**src/rtl/riscv_pkg.sv**
```systemverilog
// Shared types and helpers for the RV32I data-memory access path.
package riscv_pkg;

  // Access width resolved from the decoder size flags.
  typedef enum logic [1:0] {
    SZ_BYTE,
    SZ_HALF,
    SZ_WORD
  } mem_size_e;

  // Load/store sequencer states.
  typedef enum logic [1:0] {
    IDLE,
    BUSY,
    DONE
  } mac_state_e;

  // Major opcodes that reach the load/store unit.
  localparam logic [6:0] OPC_LOAD  = 7'b0000011;
  localparam logic [6:0] OPC_STORE = 7'b0100011;

  // Byte beats half beats word. With no size flag set, the access is a word.
  function automatic mem_size_e decode_size(input logic one_byte, input logic two_byte);
    if (one_byte) begin
      return SZ_BYTE;
    end
    if (two_byte) begin
      return SZ_HALF;
    end
    return SZ_WORD;
  endfunction

  // Halves need addr[0] clear. Words need both low bits clear.
  function automatic logic is_misaligned(input mem_size_e size, input logic [1:0] lo);
    case (size)
      SZ_HALF: return lo[0];
      SZ_WORD: return |lo;
      default: return 1'b0;
    endcase
  endfunction

endpackage

```
**src/rtl/mem_access_ctrl_if.sv**
```systemverilog
// Data-bus bundle between the load/store sequencer and memory.
// The master drives the request side, and the slave answers with data and ack.
interface mem_access_ctrl_if #(
  parameter int ADDR_W = 32
);
  logic              bus_req_o;
  logic              bus_we_o;
  logic [ADDR_W-1:0] bus_addr_o;
  logic [3:0]        bus_be_o;
  logic [31:0]       bus_wdata_o;
  logic [31:0]       bus_rdata_i;
  logic              bus_ack_i;

  modport master (
    output bus_req_o, bus_we_o, bus_addr_o, bus_be_o, bus_wdata_o,
    input  bus_rdata_i, bus_ack_i
  );

  modport slave (
    input  bus_req_o, bus_we_o, bus_addr_o, bus_be_o, bus_wdata_o,
    output bus_rdata_i, bus_ack_i
  );
endinterface

```
**src/rtl/mem_lane_align.sv**
```systemverilog
// Combinational lane steering for sub-word accesses.
// It builds byte enables, replicates store data into every lane, and
// extracts and extends load data.
module mem_lane_align
  import riscv_pkg::*;
(
  input  mem_size_e   size,
  input  logic [1:0]  lane,
  input  logic        unsigned_ld,
  input  logic [31:0] wdata,
  input  logic [31:0] rdata_raw,
  output logic [3:0]  be,
  output logic [31:0] wdata_rep,
  output logic [31:0] rdata_ext
);

  logic [7:0]  byte_val;
  logic [15:0] half_val;

  // Select the addressed lane, then build enables, replicated store data and the extended load.
  always_comb begin
    be        = 4'b1111;
    wdata_rep = wdata;
    rdata_ext = rdata_raw;
    case (lane)
      2'd0:    byte_val = rdata_raw[7:0];
      2'd1:    byte_val = rdata_raw[15:8];
      2'd2:    byte_val = rdata_raw[23:16];
      default: byte_val = rdata_raw[31:24];
    endcase
    half_val = lane[1] ? rdata_raw[31:16] : rdata_raw[15:0];
    case (size)
      SZ_BYTE: begin
        be        = 4'b0001 << lane;
        wdata_rep = {4{wdata[7:0]}};
        rdata_ext = {{24{~unsigned_ld & byte_val[7]}}, byte_val};
      end
      SZ_HALF: begin
        be        = 4'b0011 << lane;
        wdata_rep = {2{wdata[15:0]}};
        rdata_ext = {{16{~unsigned_ld & half_val[15]}}, half_val};
      end
      default: ;
    endcase
  end

endmodule

```
**src/rtl/mem_access_ctrl.sv**
```systemverilog
// Load/store sequencer for the RV32I core.
// It sits between the decoder and a req/ack data bus and stalls the core
// while a transfer is outstanding.
// Optional feature: define MEM_TIMEOUT_EN to abort BUSY after TIMEOUT_CYCLES.
module mem_access_ctrl
  import riscv_pkg::*;
#(
  parameter int ADDR_W         = 32,
  parameter int TIMEOUT_CYCLES = 255
) (
  input  logic              clk,
  input  logic              rst_n,
  input  logic              mem_read_i,
  input  logic              mem_write_i,
  input  logic              one_byte_i,
  input  logic              two_byte_i,
  input  logic              four_bytes_i,
  input  logic              unsigned_ld_i,
  input  logic [ADDR_W-1:0] addr_i,
  input  logic [31:0]       wdata_i,
  output logic              stall_o,
  output logic [31:0]       rdata_o,
  output logic              done_o,
  output logic              fault_o,
  mem_access_ctrl_if.master bus
);

  mac_state_e        state, next_state;
  mem_size_e         req_size, size_q;
  logic              req_any, req_misaligned;
  logic              latch_en, capture_en;
  logic [ADDR_W-1:0] addr_q;
  logic              unsigned_q, we_q;
  logic [31:0]       wdata_q, rdata_q;
  logic              timeout_hit, timeout_q;
  logic [3:0]        be;
  logic [31:0]       wdata_rep, rdata_ext;
  logic              busy;

  // A word is already the default size, so four_bytes_i adds no information.
  logic unused_four_bytes;
  assign unused_four_bytes = four_bytes_i;

  assign req_any        = mem_read_i | mem_write_i;
  assign req_size       = decode_size(one_byte_i, two_byte_i);
  assign req_misaligned = is_misaligned(req_size, addr_i[1:0]);
  assign busy           = (state == BUSY);

  // State register. Reset is asynchronous so bus_req_o drops as soon as rst_n falls.
  always_ff @(posedge clk or negedge rst_n) begin
    if (!rst_n) begin
      state <= IDLE;
    end else begin
      state <= next_state;
    end
  end

  // Next-state logic and the per-cycle control strobes.
  always_comb begin
    next_state = state;
    stall_o    = 1'b0;
    fault_o    = 1'b0;
    done_o     = 1'b0;
    latch_en   = 1'b0;
    capture_en = 1'b0;
    case (state)
      IDLE: begin
        if (req_any) begin
          if (req_misaligned) begin
            fault_o = 1'b1;
          end else begin
            stall_o    = 1'b1;
            latch_en   = 1'b1;
            next_state = BUSY;
          end
        end
      end
      BUSY: begin
        stall_o = 1'b1;
        if (bus.bus_ack_i) begin
          capture_en = 1'b1;
          next_state = DONE;
        end else if (timeout_hit) begin
          next_state = DONE;
        end
      end
      DONE: begin
        done_o     = 1'b1;
        fault_o    = timeout_q;
        next_state = IDLE;
      end
      default: next_state = IDLE;
    endcase
  end

  // Capture the request at acceptance so the bus sees stable values until ack.
  // A read wins when both direction flags are high.
  always_ff @(posedge clk or negedge rst_n) begin
    if (!rst_n) begin
      addr_q     <= '0;
      size_q     <= SZ_BYTE;
      unsigned_q <= 1'b0;
      we_q       <= 1'b0;
      wdata_q    <= '0;
      rdata_q    <= '0;
    end else if (latch_en) begin
      addr_q     <= addr_i;
      size_q     <= req_size;
      unsigned_q <= unsigned_ld_i;
      we_q       <= ~mem_read_i;
      wdata_q    <= wdata_i;
      rdata_q    <= '0;
    end else if (capture_en) begin
      rdata_q    <= bus.bus_rdata_i;
    end
  end

`ifdef MEM_TIMEOUT_EN
  logic [7:0] busy_cnt;

  assign timeout_hit = busy && !bus.bus_ack_i && (busy_cnt == 8'(TIMEOUT_CYCLES - 1));

  // Count BUSY cycles from entry, and remember an abort so DONE can report it.
  always_ff @(posedge clk or negedge rst_n) begin
    if (!rst_n) begin
      busy_cnt  <= '0;
      timeout_q <= 1'b0;
    end else if (latch_en) begin
      busy_cnt  <= '0;
      timeout_q <= 1'b0;
    end else if (busy) begin
      busy_cnt <= busy_cnt + 8'd1;
      if (timeout_hit) begin
        timeout_q <= 1'b1;
      end
    end
  end
`else
  logic unused_timeout;
  assign unused_timeout = ^TIMEOUT_CYCLES;
  assign timeout_hit    = 1'b0;
  assign timeout_q      = 1'b0;
`endif

  mem_lane_align u_align (
    .size        (size_q),
    .lane        (addr_q[1:0]),
    .unsigned_ld (unsigned_q),
    .wdata       (wdata_q),
    .rdata_raw   (rdata_q),
    .be          (be),
    .wdata_rep   (wdata_rep),
    .rdata_ext   (rdata_ext)
  );

  assign bus.bus_req_o   = busy;
  assign bus.bus_we_o    = busy & we_q;
  assign bus.bus_addr_o  = {addr_q[ADDR_W-1:2], 2'b00};
  assign bus.bus_be_o    = busy ? be : 4'b0000;
  assign bus.bus_wdata_o = (busy && we_q) ? wdata_rep : 32'h0;
  assign rdata_o         = (state == DONE && !we_q && !timeout_q) ? rdata_ext : 32'h0;

endmodule

```
**src/flat_wrapper.sv**
```systemverilog
// flat-port wrapper written by rule: the top's interface ports become plain ports
module mem_access_ctrl_flat import riscv_pkg::*;
#(
  parameter int ADDR_W         = 32,
  parameter int TIMEOUT_CYCLES = 255
)
  (clk, rst_n, mem_read_i, mem_write_i, one_byte_i, two_byte_i, four_bytes_i, unsigned_ld_i, addr_i, wdata_i, stall_o, rdata_o, done_o, fault_o, bus_bus_req_o, bus_bus_we_o, bus_bus_addr_o, bus_bus_be_o, bus_bus_wdata_o, bus_bus_rdata_i, bus_bus_ack_i);
  mem_access_ctrl_if #(.ADDR_W(ADDR_W)) bus_i ();
  input  logic clk;
  input  logic rst_n;
  input  logic mem_read_i;
  input  logic mem_write_i;
  input  logic one_byte_i;
  input  logic two_byte_i;
  input  logic four_bytes_i;
  input  logic unsigned_ld_i;
  input  logic [ADDR_W-1:0] addr_i;
  input  logic [31:0] wdata_i;
  output logic stall_o;
  output logic [31:0] rdata_o;
  output logic done_o;
  output logic fault_o;
  output wire logic [$bits(bus_i.bus_req_o)-1:0] bus_bus_req_o;
  output wire logic [$bits(bus_i.bus_we_o)-1:0] bus_bus_we_o;
  output wire logic [$bits(bus_i.bus_addr_o)-1:0] bus_bus_addr_o;
  output wire logic [$bits(bus_i.bus_be_o)-1:0] bus_bus_be_o;
  output wire logic [$bits(bus_i.bus_wdata_o)-1:0] bus_bus_wdata_o;
  input wire logic [$bits(bus_i.bus_rdata_i)-1:0] bus_bus_rdata_i;
  input wire logic [$bits(bus_i.bus_ack_i)-1:0] bus_bus_ack_i;
  assign bus_bus_req_o = bus_i.bus_req_o;
  assign bus_bus_we_o = bus_i.bus_we_o;
  assign bus_bus_addr_o = bus_i.bus_addr_o;
  assign bus_bus_be_o = bus_i.bus_be_o;
  assign bus_bus_wdata_o = bus_i.bus_wdata_o;
  assign bus_i.bus_rdata_i = bus_bus_rdata_i;
  assign bus_i.bus_ack_i = bus_bus_ack_i;
  mem_access_ctrl #(.ADDR_W(ADDR_W), .TIMEOUT_CYCLES(TIMEOUT_CYCLES)) u_core (.clk(clk), .rst_n(rst_n), .mem_read_i(mem_read_i), .mem_write_i(mem_write_i), .one_byte_i(one_byte_i), .two_byte_i(two_byte_i), .four_bytes_i(four_bytes_i), .unsigned_ld_i(unsigned_ld_i), .addr_i(addr_i), .wdata_i(wdata_i), .stall_o(stall_o), .rdata_o(rdata_o), .done_o(done_o), .fault_o(fault_o), .bus(bus_i));
endmodule
```
**config.mk**
```make
export PLATFORM = sky130hd
export DESIGN_NAME = mem_access_ctrl_flat
export DESIGN_NICKNAME = d
export VERILOG_FILES = /design/src/rtl/riscv_pkg.sv /design/src/rtl/mem_access_ctrl_if.sv /design/src/rtl/mem_lane_align.sv /design/src/rtl/mem_access_ctrl.sv /design/src/flat_wrapper.sv
export SDC_FILE = /design/constraint.sdc
export NUM_CORES = 1
export LEC_CHECK = 0
export BUFFER_PORTS_ARGS = -buffer_cell sky130_fd_sc_hd__buf_2
export CORE_MARGIN = 4
export CORE_UTILIZATION = 55
export CTS_BUF_LIST = sky130_fd_sc_hd__clkbuf_8
export DETAILED_ROUTE_END_ITERATION = 7
export PLACE_DENSITY = 0.88
export REMOVE_ABC_BUFFERS = 1
export SLEW_MARGIN = 15
export SYNTH_ARGS = -nofsm -noshare
export SYNTH_HDL_FRONTEND = slang
export SYNTH_SLANG_ARGS = --single-unit
```
**constraint.sdc**
```tcl
create_clock -name clk -period 4.91 [get_ports clk]
set_input_delay 0.2455 -clock clk [delete_from_list [all_inputs] [get_ports clk]]
set_output_delay 0.2455 -clock clk [all_outputs]
set_load 0.02 [all_outputs]
```
; ---- Yosys cells after proc, flatten, opt, wreduce, memory -nomap -nowiden
; Index checks and enable logic that the tools add are counted.
[word_totals]
reg_bits = 102
in_bits = 105
out_inout_bits = 105
elab_cells = 66
[op_classes]
n_eq_ne = 10
shifts = 2
n_mux = 32
n_bitwise = 6
n_reduce_logical = 9
[op_table]
columns = op, count
row1 = $mux W32, 4
row2 = $pmux W32 S2, 2
row3 = $pmux W8 S3, 1
row4 = $mux W16, 1
row5 = $mux W2, 7
row6 = $mux W1, 12
row7 = $eq A2 B1 Y1 const B, 4
row8 = $pmux W4 S2, 1
row9 = $eq A2 B2 Y1 const B, 3
row10 = $logic_not A2 Y1, 3
row11 = $mux W4, 1
row12 = $ne A2 B2 Y1 const B, 2
row13 = $pmux W1 S2, 2
row14 = $pmux W2 S2, 1
row15 = $shl A1 B2 Y4 const A, 1
row16 = $shl A2 B2 Y4 const A, 1
row17 = $and A1 B1 Y1, 3
row18 = $reduce_and A3 Y1, 1
row19 = $logic_and A1 B1 Y1, 2
row20 = $ne A2 B1 Y1 const B, 1
row21 = $not A1 Y1, 2
row22 = $reduce_bool A2 Y1, 1
row23 = $reduce_or A2 Y1, 1
row24 = $logic_not A1 Y1, 1
row25 = $or A1 B1 Y1, 1

; ---- Logic depth before layout (Yosys ltp)
[depth]
word_depth = 10
ltp_mapped = 7
depth_no_buf = 6

; ---- By module
; Synthesis repeated with hierarchy kept, for this count alone.
[hier_totals]
hier_cells = 619
hier_area_um2 = 6092.1
[modules_own_cells]
columns = module, instances, cells_per_inst, area_per_inst_um2, seq_area_each_um2
row1 = mem_access_ctrl, 1, 419, 4764.6, 2552.4
row2 = mem_lane_align, 1, 200, 1327.5, 0.0

; ---- Least setup slack after synthesis
; OpenSTA, ideal clock, no wires.
[synth_path]
path_kind = reg2out
from = register u_core.state[0]
to = output rdata_o[6]
arrival_time_ns = 1.884
t_required_ns = 4.665
setup_slack_ns = 2.781
stages_incl_launch_ff = 5
n_path_buf = 1
cell_sequence = dfrtp_1 -> nor2b_1 -> nand2_1 -> clkbuf_1 -> a211oi_1
[synth_between]
elab_chain_len = 3
[synth_lines]
columns = element, line_no
row1 = from (decl), mem_access_ctrl.sv:28  ; mac_state_e state, next_state;
row2 = from (signal assigned), mem_access_ctrl.sv:54  ; state <= next_state;
row3 = $eq A2 B2 Y1, mem_access_ctrl.sv:161  ; assign rdata_o = (state == DONE && !we_q && !timeout_q) ? rdata_ext : 32'h0;
row4 = $logic_and A1 B1 Y1, mem_access_ctrl.sv:161
row5 = $mux W32, mem_access_ctrl.sv:161
row6 = to (decl), flat_wrapper.sv:20  ; output logic [31:0] rdata_o;
; No other way between the ends.

; ---- Worst setup path in the final report
[layout_path]
from = register u_core.size_q[0]
to = output rdata_o[22]
[layout_between]
elab_chain_len = 3
elab_cells_between_ends = 4
cone_classes = eq/ne: 1 / mux: 2 / reduce/logical: 1
[layout_lines]
columns = element, line_no
row1 = from (decl), mem_access_ctrl.sv:29  ; mem_size_e req_size, size_q;
row2 = from (signal assigned), mem_access_ctrl.sv:108  ; size_q <= req_size;
row3 = $eq A2 B1 Y1 or $logic_not A2 Y1 (tied branches), mem_lane_align.sv:32  ; case (size)
row4 = $pmux W32 S2 *, mem_lane_align.sv:32
row5 = $mux W32 *, mem_access_ctrl.sv:161
; Every way passes the cells marked *; elsewhere a longest branch is shown, timed or not.

==> run_summary.xml <==
<?xml version="1.0" encoding="UTF-8"?>
<metrics>
  <group name="grt">
    <metric name="globalRouteOverflowTotal" unit="">0</metric>
    <metric name="grt_max_degree" unit="">57</metric>
    <metric name="track_usage" unit="%">24.6</metric>
    <metric name="number_of_global_route_vias_before_repair" unit="">4653</metric>
    <metric name="initial_antenna_violation_count" unit="">0</metric>
    <metric name="grt_pass1_wl" unit="um">22700</metric>
  </group>
  <group name="power_and_ir_drop">
    <metric name="static-leakage-power" unit="uW">0.00322</metric>
    <metric name="ir_drop" unit="V">0.000331</metric>
    <metric name="power.switching_fraction" unit="%">44.9</metric>
    <metric name="share_comb_of_total_power" unit="%">47.9</metric>
    <metric name="pwr-share-seq" unit="%">39.8</metric>
    <metric name="pwr-share-clk" unit="%">12.3</metric>
    <metric name="p_per_area" unit="nW/um2">616</metric>
    <metric name="internal-power" unit="uW">2200</metric>
    <metric name="total_switching_power" unit="uW">1790</metric>
  </group>
  <group name="worst_setup_path">
    <metric name="timing.critical_path.to_type" unit="">primary output</metric>
    <metric name="max_stage_delay" unit="ns">1.08</metric>
    <metric name="crit-reg2reg-launch" unit="">u_core.state[1]</metric>
    <metric name="slowest_stage" unit="">sky130_fd_sc_hd__dfrtp_1</metric>
    <metric name="ff2ff_path_depth" unit="">7</metric>
    <metric name="startpoint" unit="">u_core.size_q[0]</metric>
    <metric name="worst-endpoint-required" unit="ns">4.66</metric>
    <metric name="path_max_fanout" unit="">31</metric>
    <metric name="cp.arrival" unit="ns">2.84</metric>
    <metric name="crit-reg2reg-capture" unit="">u_core.rdata_q[2]</metric>
    <metric name="worstSetupStartpointType" unit="">register</metric>
    <metric name="worstPathBufferInverterCount" unit="">1</metric>
    <metric name="critical-path-top-delay-family" unit="">flip-flops</metric>
    <metric name="crit_path_cell_trace" unit="">or3b_4, o32ai_1, o211ai_2, nand2_1, buf_2</metric>
    <metric name="crit_type" unit="">reg -&gt; out</metric>
    <metric name="r2r_setup_slack" unit="ns">2.35</metric>
  </group>
  <group name="finish">
    <metric name="post-route-util" unit="%">66.5</metric>
    <metric name="final_cell_area" unit="um2">6470</metric>
    <metric name="area_growth" unit="%">18.7</metric>
    <metric name="finish.net_count" unit="">834</metric>
    <metric name="drive_above_1_share" unit="%">41.8</metric>
    <metric name="layout.cells.most_common_list" unit="">sky130_fd_sc_hd__buf_2 (205), sky130_fd_sc_hd__nand2_1 (134), sky130_fd_sc_hd__dfrtp_1 (101), sky130_fd_sc_hd__mux2_2 (68), sky130_fd_sc_hd__a21oi_1 (59)</metric>
    <metric name="most_common_library_cell_in_the_layout_ignoring_fill_and_taps" unit="">sky130_fd_sc_hd__buf_2</metric>
  </group>
  <group name="clock_tree">
    <metric name="clock_path_buffers" unit="">2</metric>
    <metric name="cts_resized" unit="">0</metric>
    <metric name="clk_pin_slew_worst_paths" unit="ns">0.10</metric>
    <metric name="ctsRootBufferMaster" unit="">sky130_fd_sc_hd__clkbuf_8</metric>
    <metric name="clock-sinks" unit="">102</metric>
    <metric name="cts_tree" unit="">done</metric>
    <metric name="clock_latency" unit="ns">0.36</metric>
    <metric name="cts_buffers" unit="">9</metric>
    <metric name="cts_htree_levels" unit="">3</metric>
    <metric name="post_cts_hold_buffer_count" unit="">1</metric>
    <metric name="cts_setup_buffers" unit="">0</metric>
  </group>
  <group name="synth">
    <metric name="synth.yosys.seq_area_share" unit="%">46.8</metric>
    <metric name="post_synth_inst_count" unit="">575</metric>
    <metric name="synth_top_area_share" unit="%">46.8</metric>
    <metric name="synth.ff_latch_count" unit="">102</metric>
    <metric name="ys_warn_count" unit="">0</metric>
    <metric name="synth-edff-count" unit="">0</metric>
    <metric name="syn-mean-instance-area" unit="um2">9.48</metric>
    <metric name="synth_top_area_cell" unit="">sky130_fd_sc_hd__dfrtp_1</metric>
    <metric name="ys_dominant_reg_cell" unit="">sky130_fd_sc_hd__dfrtp_1</metric>
    <metric name="synthesis.area" unit="um2">5450</metric>
    <metric name="asyncSetResetFlopFracSynth" unit="%">100</metric>
    <metric name="synth_cell_type_count" unit="">35</metric>
    <metric name="synth_top_cells_by_area" unit="">sky130_fd_sc_hd__dfrtp_1 (47%), sky130_fd_sc_hd__mux2_2 (14%), sky130_fd_sc_hd__nand2_1 (9.2%)</metric>
  </group>
  <group name="routing">
    <metric name="routed_wire_length_per_instance" unit="um">16.6</metric>
    <metric name="met2_wirelength" unit="um">7350</metric>
    <metric name="drcViolationCount" unit="">0</metric>
    <metric name="vias_per_cell" unit="">5.46</metric>
    <metric name="remaining_antenna_violation_count" unit="">0</metric>
    <metric name="totalWireLength" unit="um">14400</metric>
    <metric name="detail_route.wirelength.met1" unit="um">5520</metric>
    <metric name="vias" unit="">4736</metric>
    <metric name="drt_pre_antenna_iters" unit="">5</metric>
    <metric name="highest-signal-layer" unit="">met4</metric>
    <metric name="initialDrtViolationCount" unit="">437</metric>
    <metric name="routed-wl-met3" unit="um">1040</metric>
  </group>
  <group name="floorplanning">
    <metric name="die_h" unit="um">108</metric>
    <metric name="die_width" unit="um">108</metric>
    <metric name="io_pins" unit="">210</metric>
    <metric name="floorplan.rows" unit="">36</metric>
    <metric name="placeable_area" unit="um2">9730</metric>
    <metric name="dieArea" unit="um2">11600</metric>
    <metric name="initial_core_util" unit="%">56.0</metric>
  </group>
  <group name="sta">
    <metric name="finClkSkew" unit="ns">0.0160</metric>
    <metric name="fmaxAchievable" unit="MHz">324</metric>
    <metric name="unrepaired_setup_endpoints_after_global_routing" unit="">no</metric>
    <metric name="final_slew_violations" unit="">0</metric>
    <metric name="setup_viol" unit="">0</metric>
    <metric name="fin_crit" unit="ns">3.08</metric>
    <metric name="final.setup.worst_slack" unit="ns">1.83</metric>
    <metric name="whs" unit="ns">0.0847</metric>
    <metric name="setup-tns-final" unit="ns">0</metric>
    <metric name="layout_worst_path_cycle_share" unit="%">62.8</metric>
    <metric name="slew_headroom" unit="%">26.6</metric>
    <metric name="number_of_hold_slack_violations_in_the_final_timing_report" unit="">0</metric>
    <metric name="timing_worst_slew_pin_value" unit="ns">1.10</metric>
  </group>
  <group name="placement">
    <metric name="place.gp.congestion" unit="">0.894</metric>
    <metric name="place.detailed.hpwl" unit="um">10200</metric>
    <metric name="preCtsSetupSlack" unit="ns">2.22</metric>
    <metric name="portBuffers" unit="">206</metric>
    <metric name="post_dp_cell_area" unit="um2">6270</metric>
  </group>
  <group name="job">
    <metric name="max-cap-violations" unit="">0</metric>
  </group>
  <group name="run_status">
    <metric name="outcome" unit="">finished clean</metric>
  </group>
  <group name="worst_hold_path">
    <metric name="hold_path_end" unit="">u_core.state[0]</metric>
    <metric name="timing.hold.worst_path_depth" unit="">2</metric>
    <metric name="worst_hold_path_type" unit="">in -&gt; reg</metric>
    <metric name="min_from" unit="">bus_bus_ack_i</metric>
  </group>
</metrics>
worst register-to-register path, stage by stage, from the launching register on:
cell	delay (ns)
sky130_fd_sc_hd__dfrtp_1	0.43
sky130_fd_sc_hd__nand2b_1	0.25
sky130_fd_sc_hd__inv_1	0.34
sky130_fd_sc_hd__nand2_1	0.10
sky130_fd_sc_hd__buf_4	0.26
sky130_fd_sc_hd__inv_1	0.80
sky130_fd_sc_hd__nand2_1	0.15
sky130_fd_sc_hd__a21oi_1	0.18
how the worst max path moves through the flow:
stage	end	slack, ns	cells past startpoint
6_report	rdata_o[22]	1.83	5
5_1_grt	rdata_o[22]	1.52	5
4_1_cts	rdata_o[22]	1.78	5
3_5_place_dp	rdata_o[22]	2.22	5
3_3_place_gp	rdata_o[22]	2.29	5
2_1_floorplan	u_core.addr_q[0]	-2.81	3
flip-flops by register name, indices dropped and copies added, names as in the netlist:
| name | cells |
|---|---|
| u_core.state | 2 |
| u_core.unsigned_q | 1 |
| u_core.addr_q | 32 |
| u_core.rdata_q | 32 |
| u_core.size_q | 2 |
| u_core.wdata_q | 32 |
| u_core.we_q | 1 |
power groups by stage:
stage | sequential, uW | combinational [uW] | clock [uW]
finish | 1580 | 1910 | 491
global route | 1640 | 2090 | 542
CTS | 1580 | 1910 | 510
detailed placement | 1590 | 1900 | 0
global placement | 1560 | 1840 | 0
floorplan | 1710 | 1190 | 0
per-layer routing:
metal	vias up	track usage [%]
li1	2200	-
met1	2269	31.2
met2	222	40.6
met3	45	4.32
met4	0	12.0
met5	-	0
layout make-up:
class / count / area [um2]
Antenna cell: 1 / 2.50
Timing Repair Buffer: 213 / 1090
Sequential cell: 102 / 2550
Tap cell: 133 / 166
Fill cell: 811 / 3260
Inverter: 18 / 67.6
Clock inverter: 7 / 56.3
Clock buffer: 9 / 124
Multi-Input combinational cell: 385 / 2410
per-stage QoR:
| step | total power [uW] | std cells |
|---|---|---|
| 4_1_cts | 4000 | 867 |
| 5_1_grt | 4270 | 867 |
| 3_3_place_gp | 3400 | 850 |
| 6_report | 3980 | 868 |
| 2_1_floorplan | 2900 | 505 |
| 3_5_place_dp | 3500 | 850 |
synthesized netlist by cell type, drive strengths merged, types with 5 or more instances:
| master | n |
|---|---|
| nor2 | 32 |
| nand2 | 134 |
| mux2 | 68 |
| o21ai | 16 |
| a21oi | 59 |
| a22oi | 6 |
| clkbuf | 11 |
| o22ai | 6 |
| inv | 18 |
| mux2i | 19 |
| buf | 60 |
| a221oi | 6 |
| nand2b | 5 |
| dfrtp | 102 |
| and3 | 9 |
cell families (layout without fill, tap and decap cells):
family	after synthesis	after routing	synth area share [%]
AO/OA/AOI/OAI	105	105	12.0
buffers and inverters	89	247	9.14
flip-flops	102	102	46.8
multiplexers	87	87	17.5
other	1	3	0.0688
AND/OR/NAND/NOR	191	191	14.4
No activity file was read; power rests on OpenSTA's default activity.
